`config.mk`:
```
export PLATFORM = sky130hd
export DESIGN_NAME = int2fp_encoder
export DESIGN_NICKNAME = d
export VERILOG_FILES = /design/src/rtl/int2fp_encoder.sv
export SDC_FILE = /design/constraint.sdc
export NUM_CORES = 1
export LEC_CHECK = 0
export ABC_AREA = 1
export BUFFER_PORTS_ARGS = -buffer_cell sky130_fd_sc_hd__buf_4
export CORE_MARGIN = 3
export CORE_UTILIZATION = 54
export CTS_CLUSTER_SIZE = 12
export DETAILED_ROUTE_END_ITERATION = 7
export GPL_TIMING_DRIVEN = 0
export MAX_ROUTING_LAYER = met4
export PLACE_DENSITY = 0.77
export SLEW_MARGIN = 40
export SYNTH_ARGS = -nofsm -noshare
export SYNTH_HDL_FRONTEND = slang
export SYNTH_SLANG_ARGS = --single-unit
export TNS_END_PERCENT = 100
```
`constraint.sdc`:
```
create_clock -name clock_100k -period 3.01 [get_ports clock_100k]
set_clock_uncertainty 0.2 [all_clocks]
set_input_delay 0.301 -clock clock_100k [delete_from_list [all_inputs] [get_ports clock_100k]]
set_output_delay 0.301 -clock clock_100k [all_outputs]
set_load 0.03 [all_outputs]
```
`src/rtl/int2fp_encoder.sv`:
```
// Signed 32-bit integer to FPU float encoder (1/11/20 format, bias 1023), four-cycle fixed latency.
// Optional macro INT2FP_ROUND_NEAREST_EN selects round-to-nearest-even; default build truncates.
module int2fp_encoder (
  input  logic        clock_100k,
  input  logic        reset,
  input  logic        start,
  input  logic [31:0] int_in,
  output logic        busy,
  output logic        done,
  output logic [31:0] data_out,
  output logic [3:0]  status_out,
  output logic [2:0]  debug_state
);

  // Handshake: start/int_in are sampled on a rising edge only while idle (busy low);
  // done is a one-cycle pulse and data_out/status_out hold until the next done.
  typedef enum logic [2:0] {
    S_IDLE      = 3'd0,
    S_UNPACK    = 3'd1,
    S_NORMALIZE = 3'd2,
    S_ROUND     = 3'd3,
    S_OUTPUT    = 3'd4
  } state_t;

  state_t      state;
  state_t      next_state;

  logic [31:0] int_r;
  logic        sign_r;
  logic [31:0] mag_r;
  logic        zero_r;
  logic [10:0] exp_r;
  logic [19:0] frac_r;
  logic        guard_r;
  logic        sticky_r;
  logic        inexact_r;
  logic        done_r;
  logic [31:0] data_r;
  logic [3:0]  status_r;

  logic [4:0]  msb_idx;
  logic [31:0] norm;
  logic        round_inc;
  logic [20:0] frac_sum;

  always_ff @(posedge clock_100k) begin
    if (reset) state <= S_IDLE;
    else       state <= next_state;
  end

  always_comb begin
    next_state = state;
    case (state)
      S_IDLE:      if (start) next_state = S_UNPACK;
      S_UNPACK:    next_state = S_NORMALIZE;
      S_NORMALIZE: next_state = S_ROUND;
      S_ROUND:     next_state = S_OUTPUT;
      S_OUTPUT:    next_state = S_IDLE;
      default:     next_state = S_IDLE;
    endcase
  end

  // Shifting the MSB up to bit 31 lines fraction, guard and sticky up at fixed positions.
  always_comb begin
    msb_idx = 5'd0;
    for (int i = 0; i < 32; i++) begin
      if (mag_r[i]) msb_idx = i[4:0];
    end
    norm = mag_r << (5'd31 - msb_idx);
  end

`ifdef INT2FP_ROUND_NEAREST_EN
  assign round_inc = guard_r & (sticky_r | frac_r[0]);
`else
  assign round_inc = 1'b0;
`endif

  assign frac_sum = {1'b0, frac_r} + {20'd0, round_inc};

  always_ff @(posedge clock_100k) begin
    if (reset) begin
      int_r     <= '0;
      sign_r    <= 1'b0;
      mag_r     <= '0;
      zero_r    <= 1'b0;
      exp_r     <= '0;
      frac_r    <= '0;
      guard_r   <= 1'b0;
      sticky_r  <= 1'b0;
      inexact_r <= 1'b0;
      done_r    <= 1'b0;
      data_r    <= '0;
      status_r  <= '0;
    end else begin
      done_r <= 1'b0;
      case (state)
        S_IDLE: begin
          if (start) int_r <= int_in;
        end
        S_UNPACK: begin
          sign_r <= int_r[31];
          // 0x80000000 negates to itself, which is the correct 2^31 magnitude.
          mag_r  <= int_r[31] ? (~int_r + 32'd1) : int_r;
        end
        S_NORMALIZE: begin
          zero_r   <= (mag_r == 32'd0);
          exp_r    <= (mag_r == 32'd0) ? 11'd0 : (11'd1023 + {6'd0, msb_idx});
          frac_r   <= norm[30:11];
          guard_r  <= norm[10];
          sticky_r <= |norm[9:0];
        end
        S_ROUND: begin
          frac_r    <= frac_sum[19:0];
          exp_r     <= exp_r + {10'd0, frac_sum[20]};
          inexact_r <= guard_r | sticky_r;
        end
        S_OUTPUT: begin
          done_r   <= 1'b1;
          data_r   <= zero_r ? 32'd0 : {sign_r, exp_r, frac_r};
          status_r <= {~inexact_r, 2'b00, inexact_r};
        end
        default: ;
      endcase
    end
  end

  assign busy        = (state != S_IDLE);
  assign done        = done_r;
  assign data_out    = data_r;
  assign status_out  = status_r;
  assign debug_state = state;

endmodule

```
# Word-level counts from Yosys, hierarchy flattened
# Cells that the tools add are included.
[classes]
n_eq_ne = 5
bitwise = 4
add_sub_neg = 3
shifts = 1
reduce_logical = 7
n_mux = 38
[ops]
columns = ["op", "n"]
rows = [
  ["two-way mux 5 bit", 30],
  ["two-way mux 32 bit", 2],
  ["adder 32 x 1 -> 32 bit, second input constant", 1],
  ["zero test 32 bit", 1],
  ["NOT 32 bit", 1],
  ["left shift 32 x 5 -> 31 bit", 1],
  ["two-way mux 11 bit", 2],
  ["one-hot mux 3 bit (4 select lines)", 1],
  ["adder 10 x 5 -> 11 bit, first input constant", 1],
  ["OR reduction 10 bit", 1],
  ["== test 3 x 2 -> 1 bit, second input constant", 2],
  ["subtractor 5 bit, first input constant", 1],
  ["AND reduction 2 bit", 2],
  ["== test 3 x 1 -> 1 bit, second input constant", 1],
  ["== test 3 bit, second input constant", 1],
  ["zero test 3 bit", 1],
  ["two-way mux 3 bit", 1],
  ["nonzero test 3 bit", 1],
  ["two-way mux 1 bit", 2],
  ["!= test 2 bit, second input constant", 1],
  ["NOT 1 bit", 2],
  ["nonzero test 2 bit", 1],
  ["OR 1 bit", 1],
]
[totals]
elab_cells = 71
in_bits = 35
reg_bits = 138
output_inout_bits = 41

# Logic depth before layout (Yosys ltp)
# Gate-level depths: netlist of the first run.
[logic_depth]
depth_word = 34
depth_mapped = 43
mapped_depth_nobuf = 42

# Worst setup path after synthesis of the first run
# OpenSTA, ideal clock, no wires.
[synth_path]
path_kind = "flip-flop to flip-flop"
startpoint = "register mag_r[2]"
endpoint = "register exp_r[4]"
period_less_slack_ps = 3233
path_buffers = 2
path_stages_with_launch = 40
t_required_ps = 2739
setup_slack_ps = -223
setup_time_ps = 71
arrival_ps = 2963
cell_sequence = "dfxtp_1 -> inv_2 -> nand2_1 -> nand2_1 -> nand2_1 -> nand2_1 -> nand2_1 -> nand2_1 -> nand2_1 -> nand2_1 -> nand2_1 -> nand2_1 -> nand2_1 -> nand2_1 -> nand2_1 -> nand2_1 -> nand2_1 -> nand2_1 -> [... 4 more ...] -> nand2_1 -> nand2_1 -> nand2_1 -> nand2_1 -> nand2_1 -> nand2_1 -> nand2_2 -> nand2_4 -> nand2_8 -> buf_12 -> buf_6 -> ha_1 -> inv_1 -> nor3_1 -> ha_1 -> inv_1 -> nand2_1 -> a21oi_1"
[synth_between]
elab_chain_cells = 33
elab_cells_between_ends = 34
cone_classes = "add/sub: 1; mux: 32; reduce/logical: 1"
[synth_lines]
columns = ["element", "line_no", "rtl"]
rows = [
  ["start, declared", "30", "logic [31:0] mag_r;"],
  ["start signal, assigned", "103", "mag_r <= int_r[31] ? (~int_r + 32'd1) : int_r;"],
  ["two-way mux 5 bit (30 in a row)", "67", "if (mag_r[i]) msb_idx = i[4:0];"],
  ["adder 10 x 5 -> 11 bit", "107", "exp_r <= (mag_r == 32'd0) ? 11'd0 : (11'd1023 + {6'd0, msb_idx});"],
  ["two-way mux 11 bit *", "107", ""],
  ["two-way mux 11 bit *", "--", ""],
  ["end signal, assigned", "107", ""],
  ["end signal, assigned", "114", "exp_r <= exp_r + {10'd0, frac_sum[20]};"],
  ["end, declared", "32", "logic [10:0] exp_r;"],
]
# Every way passes the cells marked *; elsewhere a longest branch is shown, timed or not. The select of a mux whose other input is x is not followed.
# A chain may end at the register's enable or synchronous reset.

# Worst setup path in the final report of the first run
# Ends and elaborated chain as after synthesis.

==> impl_metrics.py, run 1 <==
metrics = {
    "floorplanning": {
        "rows": 42,
        "io_pins": 76,
        "core_mm2": 0.01330,
        "start_util_pct": 55.46,
        "dieArea_mm2": 0.01509,
        "die_w_um": 122.9,
        "die_h_um": 122.9,
    },
    "critical_path": {
        "cp_slowest_cell": "dfxtp_2",
        "startpoint_type": "flop",
        "reg2reg_depth": 39,
        "reg2reg_slack_ns": -0.32,
        "endpoint_kind": "flop",
        "critPathArrivalTime_ns": 3.48,
        "cpPeakStageDelay_ns": 0.32,
        "path_common_cell": "nand2_1",
        "required_ns": 3.17,
        "reg2reg_to": "exp_r[4]$_SDFFE_PP0N_",
        "cp_max_fo": 8,
        "worstReg2RegStart": "mag_r[2]$_SDFFE_PP0P_",
        "critical_path_class": "reg -> reg",
    },
    "detailed_routing": {
        "wl_um": 22750,
        "num_vias": 8015,
        "drtIter0Drc": 602,
        "antenna_left": 0,
        "avgRoutedWirePerCell_um": 15.75,
        "via_per_inst": 5.547,
        "dr.pass1.iters": 5,
        "drc": 0,
    },
    "power_and_ir_drop": {
        "p_comb_share_pct": 44.3,
        "peakVddDrop_uv": 393.8,
        "leakage_nw": 4.335,
        "p_sw_share_pct": 41.41,
        "p_per_area_mw_per_mm2": 733.4,
        "seqPwrFrac_pct": 28.8,
        "internal_power_mw": 4.157,
        "clkPwrFrac_pct": 26.9,
        "p_sw_mw": 2.938,
    },
    "sta": {
        "hold_viol": 0,
        "fin_crit_sh_pct": 110.6,
        "timing.final.max_slew_violations": 0,
        "fmax_ghz": 0.3004,
        "slew-limit-headroom_pct": 41.03,
        "fin_tns_setup_ns": -5.778,
        "setup_viol": 30,
        "post-route-min-period_ns": 3.328,
        "rsz0062_at_grt": "true",
        "tightestPinTransition_ns": 0.8846,
        "timing.final.ws_setup_ns": -0.3185,
    },
    "logic_synthesis": {
        "synth_top_area_cell": "dfxtp_1",
        "async_reset_ff_share_pct": 0,
        "synth_cells": 1111,
        "ys_seq_elements": 136,
        "synth.avg_cell_area_um2": 6.637,
        "synth_ff_type": "dfxtp_1",
        "synth_top_area_share_pct": 36.93,
        "netlist_area_mm2": 0.007373,
        "synth_cell_type_count": 45,
        "synthTopCellsByArea": "dfxtp_1, nand2_1, nand3_1",
        "ys_warn_count": 0,
        "synth_edf_count": 0,
        "ys_seq_area_share_pct": 36.93,
    },
    "clocking": {
        "clock-sinks": 136,
        "cts_htree_levels": 4,
        "numCtsBuffers": 17,
        "path_clk_slew_ns": 0.06,
        "cts_max_path_buffers": 2,
        "root_buffer": "clkbuf_16",
        "insertion_delay_ns": 0.43,
        "cts_tree": "built",
    },
    "finish": {
        "drive_above_1_share_pct": 21.20,
        "final_cell_mix": "nand2_1, nand3_1, dfxtp_1",
        "final_cells": 1445,
        "area_delta_synth_final_pct": 31.21,
        "nets": 1295,
        "mostFrequentLayoutCell": "nand2_1",
        "nFillCells": 1104,
        "postLayoutCoreUtil_pct": 72.76,
        "diodes": 0,
    },
    "global_route": {
        "met1_usage_pct": 34.53,
        "met3_usage_pct": 5.622,
        "gr-total-overflow": 0,
        "grt_busiest_layer": "met2",
        "grt_pass1_vias": 7485,
        "grt_pass1_wl_um": 35770,
        "grtUsageMet2_pct": 53.88,
        "grtUsageTotal_pct": 30.93,
        "grt_max_degree": 17,
        "antenna_found_initial": 0,
    },
    "hold_path": {
        "whs_path_depth": 4,
        "min_from": "reset",
        "hp-class": "in -> reg",
        "hold_end": "mag_r[18]$_SDFFE_PP0P_",
    },
    "status": {
        "violations": "negative setup slack",
        "status": "finished with violations",
    },
    "placed_design": {
        "dp.cells": 1360,
        "gp_congestion": 0.9667,
        "place_hpwl_um": 16050,
        "port_buffers": 72,
    },
    "flow_run": {
        "cap_viol_max_count": 0,
    },
}
==> cells in the mapped netlist, drive strengths merged, types with 3 or more instances <==
master and instances:
o21ai 102, clkbuf 43, o211ai 15, nand3 179, a21oi 93, xor2 26, or2 9, ha 3
dfxtp 136, nor3 18, nor4 6, nand4 7, buf 25, nand2 262, a31oi 7, clkinv 3
inv 112, nor2 51, o221ai 3
==> worst max-delay path: cells and delay by family (launching register included) <==
kind | cells | cell delay, ns
flops | 1 | 0.32
fa+ha+maj | 2 | 0.47
simple gates | 31 | 1.65
buf+inv | 5 | 0.46
compound gates | 1 | 0.16
==> worst max-delay path by stage <==
stage	from	endpoint	slack [ns]	depth (start not counted)
2_1_floorplan	mag_r[2]$_SDFFE_PP0P_	exp_r[4]$_SDFFE_PP0N_	-0.04	39
3_3_place_gp	mag_r[4]$_SDFFE_PP0P_	exp_r[4]$_SDFFE_PP0N_	-0.57	22
3_5_place_dp	mag_r[4]$_SDFFE_PP0P_	exp_r[4]$_SDFFE_PP0N_	-0.58	22
4_1_cts	mag_r[2]$_SDFFE_PP0P_	frac_r[12]$_SDFFE_PP0N_	-0.25	41
5_1_grt	mag_r[2]$_SDFFE_PP0P_	frac_r[12]$_SDFFE_PP0N_	-0.64	39
6_report	mag_r[2]$_SDFFE_PP0P_	exp_r[4]$_SDFFE_PP0N_	-0.32	39
==> cell type report <==
| class | count | area [µm²] | area share (%) |
|---|---|---|---|
| flip-flops and latches | 136 | 2726 | 28.18 |
| inverters | 115 | 436.7 | 4.514 |
| multi-input cells | 793 | 4330 | 44.76 |
| clock buffers | 20 | 456.7 | 4.721 |
| plain buffers | 68 | 347.8 | 3.595 |
| well taps | 176 | 220.2 | 2.276 |
| clock inverters | 11 | 76.32 | 0.7889 |
| repair buffers | 126 | 1080 | 11.16 |
==> registers in the layout, summed over array words and instances, names as in the netlist, 2 cells and up <==
signal       flops
status_out       2
exp_r           10
frac_r          20
mag_r           32
int_r           32
data_out        31
debug_state      3
==> timing repair <==
action,CTS,global route
resized for setup,68,53
endpoints found under the hold margin,33,0
setup buffers,15,6
endpoints found under the setup margin,39,44
hold buffers,33,0
gates cloned,1,0
pin swaps,20,23
==> metrics by stage <==
| stage | power [mW] | worst slack, ns | area, µm² | hold slack, ns |
|---|---|---|---|---|
| floorplan | 3.953 | -0.03957 | 7400 | 0.2398 |
| global placement | 4.577 | -0.5749 | 8160 | 0.2534 |
| detailed placement | 4.582 | -0.5794 | 8160 | 0.2541 |
| CTS | 6.850 | -0.2467 | 9447 | 0.2041 |
| global route | 7.475 | -0.6449 | 9674 | 0.2457 |
| finish | 7.096 | -0.3185 | 9674 | 0.1923 |
==> metal layers <==
metal  wire length (µm)  share of wire (%)
met5                  0                  0
met3               1070                4.7
met2              11580                 51
met4                608                2.7
met1               9497                 42
==> cells by family (layout without fill, tap and decap cells) <==
| group | after synthesis | count (layout) | synth area share (%) |
|---|---|---|---|
| AO/OA/AOI/OAI | 227 | 227 | 17.05 |
| XOR/XNOR | 26 | 26 | 3.088 |
| adder cells (fa/ha/maj) | 3 | 3 | 0.5091 |
| buffers and inverters | 183 | 340 | 10.28 |
| flip-flops | 136 | 136 | 36.93 |
| multiplexers | 1 | 1 | 0.1358 |
| other | 1 | 2 | 0.05086 |
| AND/OR/NAND/NOR | 534 | 534 | 31.95 |
==> power groups by stage <==
stage,logic (mW),registers [mW],clock network [mW]
final,3.14,2.05,1.91
after global routing,3.44,2.06,1.97
after CTS,2.91,2.04,1.91
after detailed placement,2.51,2.07,0
after global placement,2.51,2.07,0
after floorplan,1.90,2.05,0
(Power assumes the default switching activity.)
==> run 2: changes to the inputs <==
--- a/config.mk
+++ b/config.mk
@@ -8,14 +8,13 @@
 export ABC_AREA = 1
 export BUFFER_PORTS_ARGS = -buffer_cell sky130_fd_sc_hd__buf_4
 export CORE_MARGIN = 3
-export CORE_UTILIZATION = 54
+export CORE_UTILIZATION = 57
 export CTS_CLUSTER_SIZE = 12
 export DETAILED_ROUTE_END_ITERATION = 7
-export GPL_TIMING_DRIVEN = 0
 export MAX_ROUTING_LAYER = met4
-export PLACE_DENSITY = 0.77
+export PLACE_DENSITY = 0.78
 export SLEW_MARGIN = 40
 export SYNTH_ARGS = -nofsm -noshare
 export SYNTH_HDL_FRONTEND = slang
 export SYNTH_SLANG_ARGS = --single-unit
-export TNS_END_PERCENT = 100
+export TNS_END_PERCENT = 1
==> constraint.sdc (replaced) <==
create_clock -name clock_100k -period 3.6 [get_ports clock_100k]
set_clock_uncertainty 0.2 [all_clocks]
set_input_delay 0.36 -clock clock_100k [delete_from_list [all_inputs] [get_ports clock_100k]]
set_output_delay 0.36 -clock clock_100k [all_outputs]
set_load 0.03 [all_outputs]
==> impl_metrics.py, run 2 (same netlist as run 1, synthesis figures left out) <==
metrics = {
    "status": {
        "status": "finished, final reports clean",
    },
    "power_and_ir_drop": {
        "peakVddDrop_uv": 394.9,
        "leakage_nw": 4.035,
        "p_per_area_mw_per_mm2": 641.8,
    },
    "floorplanning": {
        "rows": 40,
        "core_mm2": 0.01231,
        "die_w_um": 119.7,
        "io_pins": 76,
        "dieArea_mm2": 0.01434,
        "die_h_um": 119.7,
        "start_util_pct": 59.89,
    },
    "finish": {
        "diodes": 0,
        "final_area_mm2": 0.008822,
        "postLayoutCoreUtil_pct": 71.66,
        "nFillCells": 1123,
        "final_cell_mix": "nand2_1, nand3_1, dfxtp_1",
        "drive_above_1_share_pct": 15.93,
        "area_delta_synth_final_pct": 19.65,
        "mostFrequentLayoutCell": "nand2_1",
        "nets": 1205,
    },
    "sta": {
        "slew-limit-headroom_pct": 49.66,
        "hold_viol": 0,
        "rsz0062_at_grt": "true",
        "setup_viol": 0,
        "timing.final.max_slew_violations": 0,
        "fin_crit_sh_pct": 94.08,
        "timing.final.ws_setup_ns": 0.2131,
        "fmax_ghz": 0.2953,
        "tightestPinTransition_ns": 0.7540,
        "post-route-min-period_ns": 3.387,
    },
    "clocking": {
        "root_buffer": "clkbuf_16",
        "cts_max_path_buffers": 2,
        "path_clk_slew_ns": 0.06,
        "cts_tree": "built",
        "insertion_delay_ns": 0.43,
        "cts_htree_levels": 4,
        "numCtsBuffers": 17,
        "clock-sinks": 136,
    },
    "critical_path": {
        "crit_family": "simple AND/OR/NAND/NOR gates",
        "cp_max_fo": 3,
        "critical_path_class": "reg -> reg",
        "worstReg2RegStart": "int_r[1]$_SDFFE_PP0P_",
        "required_ns": 3.72,
        "startpoint": "int_r[1]$_SDFFE_PP0P_",
        "cpPeakStageDelay_ns": 0.33,
        "endpoint_kind": "flop",
        "critPathBufInv": 2,
        "reg2reg_slack_ns": 0.21,
        "path_common_cell": "nand2_1",
        "critPathArrivalTime_ns": 3.51,
        "cp_cell_sequence": "nor3_1 > nand2_1 > nor2_1 > inv_1 > nor3_1 > nand3_1 > nor3_2 > nand4_1 > nor3_1 > nand3_1 > nor3_1 > nand2_1 > nand2_1 > o21ai_0 > nand2_1 > nand2_1 > o221ai_1 > inv_1",
        "cp_slowest_cell": "dfxtp_1",
        "startpoint_type": "flop",
    },
    "global_route": {
        "grt_max_degree": 65,
        "gr-total-overflow": 0,
        "grt_pass1_vias": 6908,
        "grt_pass1_wl_um": 31730,
        "antenna_found_initial": 0,
        "grtUsageTotal_pct": 27.42,
    },
    "detailed_routing": {
        "via_per_inst": 5.540,
        "avgRoutedWirePerCell_um": 14.05,
        "dr.pass1.iters": 5,
        "num_vias": 7468,
        "antenna_left": 0,
        "drc": 0,
        "wl_um": 18940,
        "drtIter0Drc": 643,
    },
    "hold_path": {
        "hp-class": "in -> reg",
        "min_from": "int_in[26]",
    },
    "flow_run": {
        "cap_viol_max_count": 0,
    },
    "placed_design": {
        "port_buffers": 73,
        "dp_slack_ns": 0.1750,
        "place_hpwl_um": 12960,
        "postPlaceCellArea_mm2": 0.007976,
        "gp_congestion": 0.9259,
    },
}
==> run 2: cell types whose count changed in the layout (fill, tap and decap cells not counted), moves of 12 or more <==
cell / change
clkbuf_1: -41
dlygate4sd3_1: -33
nand2_1: +12
nand2_2: -12
nand3_1: +26
nand3_2: -26
==> run 2: final timing paths <==
check	endpoint	cells after the start
max	mag_r[27]$_SDFFE_PP0P_	18
min	int_r[26]$_SDFFE_PP0P_	3
max reg2reg	mag_r[27]$_SDFFE_PP0P_	18
min reg2reg	guard_r$_SDFFE_PP0N_	2
==> run 2: area by class of cell <==
cell class,instances,area [µm²],share of cell area (%)
inverter,115,431.7,4.893
clock buffer,20,456.7,5.177
multi-input combinational,797,4073,46.16
clock inverter,12,141.4,1.603
timing repair buffer,100,784.5,8.892
tap,168,210.2,2.383
sequential,136,2725,30.89
==> run 2: where the power goes <==
| group | switching, mW | total [mW] | internal [mW] |
|---|---|---|---|
| Clock | 0.693 | 1.76 | 1.06 |
| Sequential | 0.0842 | 1.70 | 1.62 |
| Combinational | 1.45 | 2.20 | 0.756 |
| Total | 2.22 | 5.66 | 3.44 |
==> run 2: routing by layer <==
layer / vias to the layer above / wire length, µm / GRT usage (%)
met5: - / 0 / -
met3: 22 / 964 / 5.278
met2: 199 / 9189 / 45.23
met4: 0 / 263 / 8.733
met1: 3446 / 8519 / 34.11
li1: 3801 / - / -
==> run 2: what timing repair did <==
action	CTS	global route
gates resized for setup	0	28
endpoints found under the setup margin	0	32
setup buffers	0	7
hold buffers	0	0
==> run 2: stage by stage <==
step / TNS (ns) / total power [mW] / instances / hold WS (ns)
3_5_place_dp: 0 / 3.686 / 1304 / 0.2574
2_1_floorplan: 0 / 3.286 / 1112 / 0.2398
3_3_place_gp: 0 / 3.670 / 1304 / 0.2546
5_1_grt: -5.938 / 6.032 / 1348 / 0.02398
4_1_cts: 0 / 5.446 / 1336 / 0.003877
6_report: 0 / 5.662 / 1348 / 0.006477
==> run 2: worst register-to-register path, stage by stage, from the launching register on <==
cell and delay, ns:
dfxtp_1 0.33, nor3_1 0.24, nand2_1 0.08, nor2_1 0.09
inv_1 0.06, nor3_1 0.20, nand3_1 0.17, nor3_2 0.24
nand4_1 0.16, nor3_1 0.23, nand3_1 0.14, nor3_1 0.27
nand2_1 0.16, nand2_1 0.14, o21ai_0 0.16, nand2_1 0.11
nand2_1 0.06, o221ai_1 0.19, inv_1 0.07
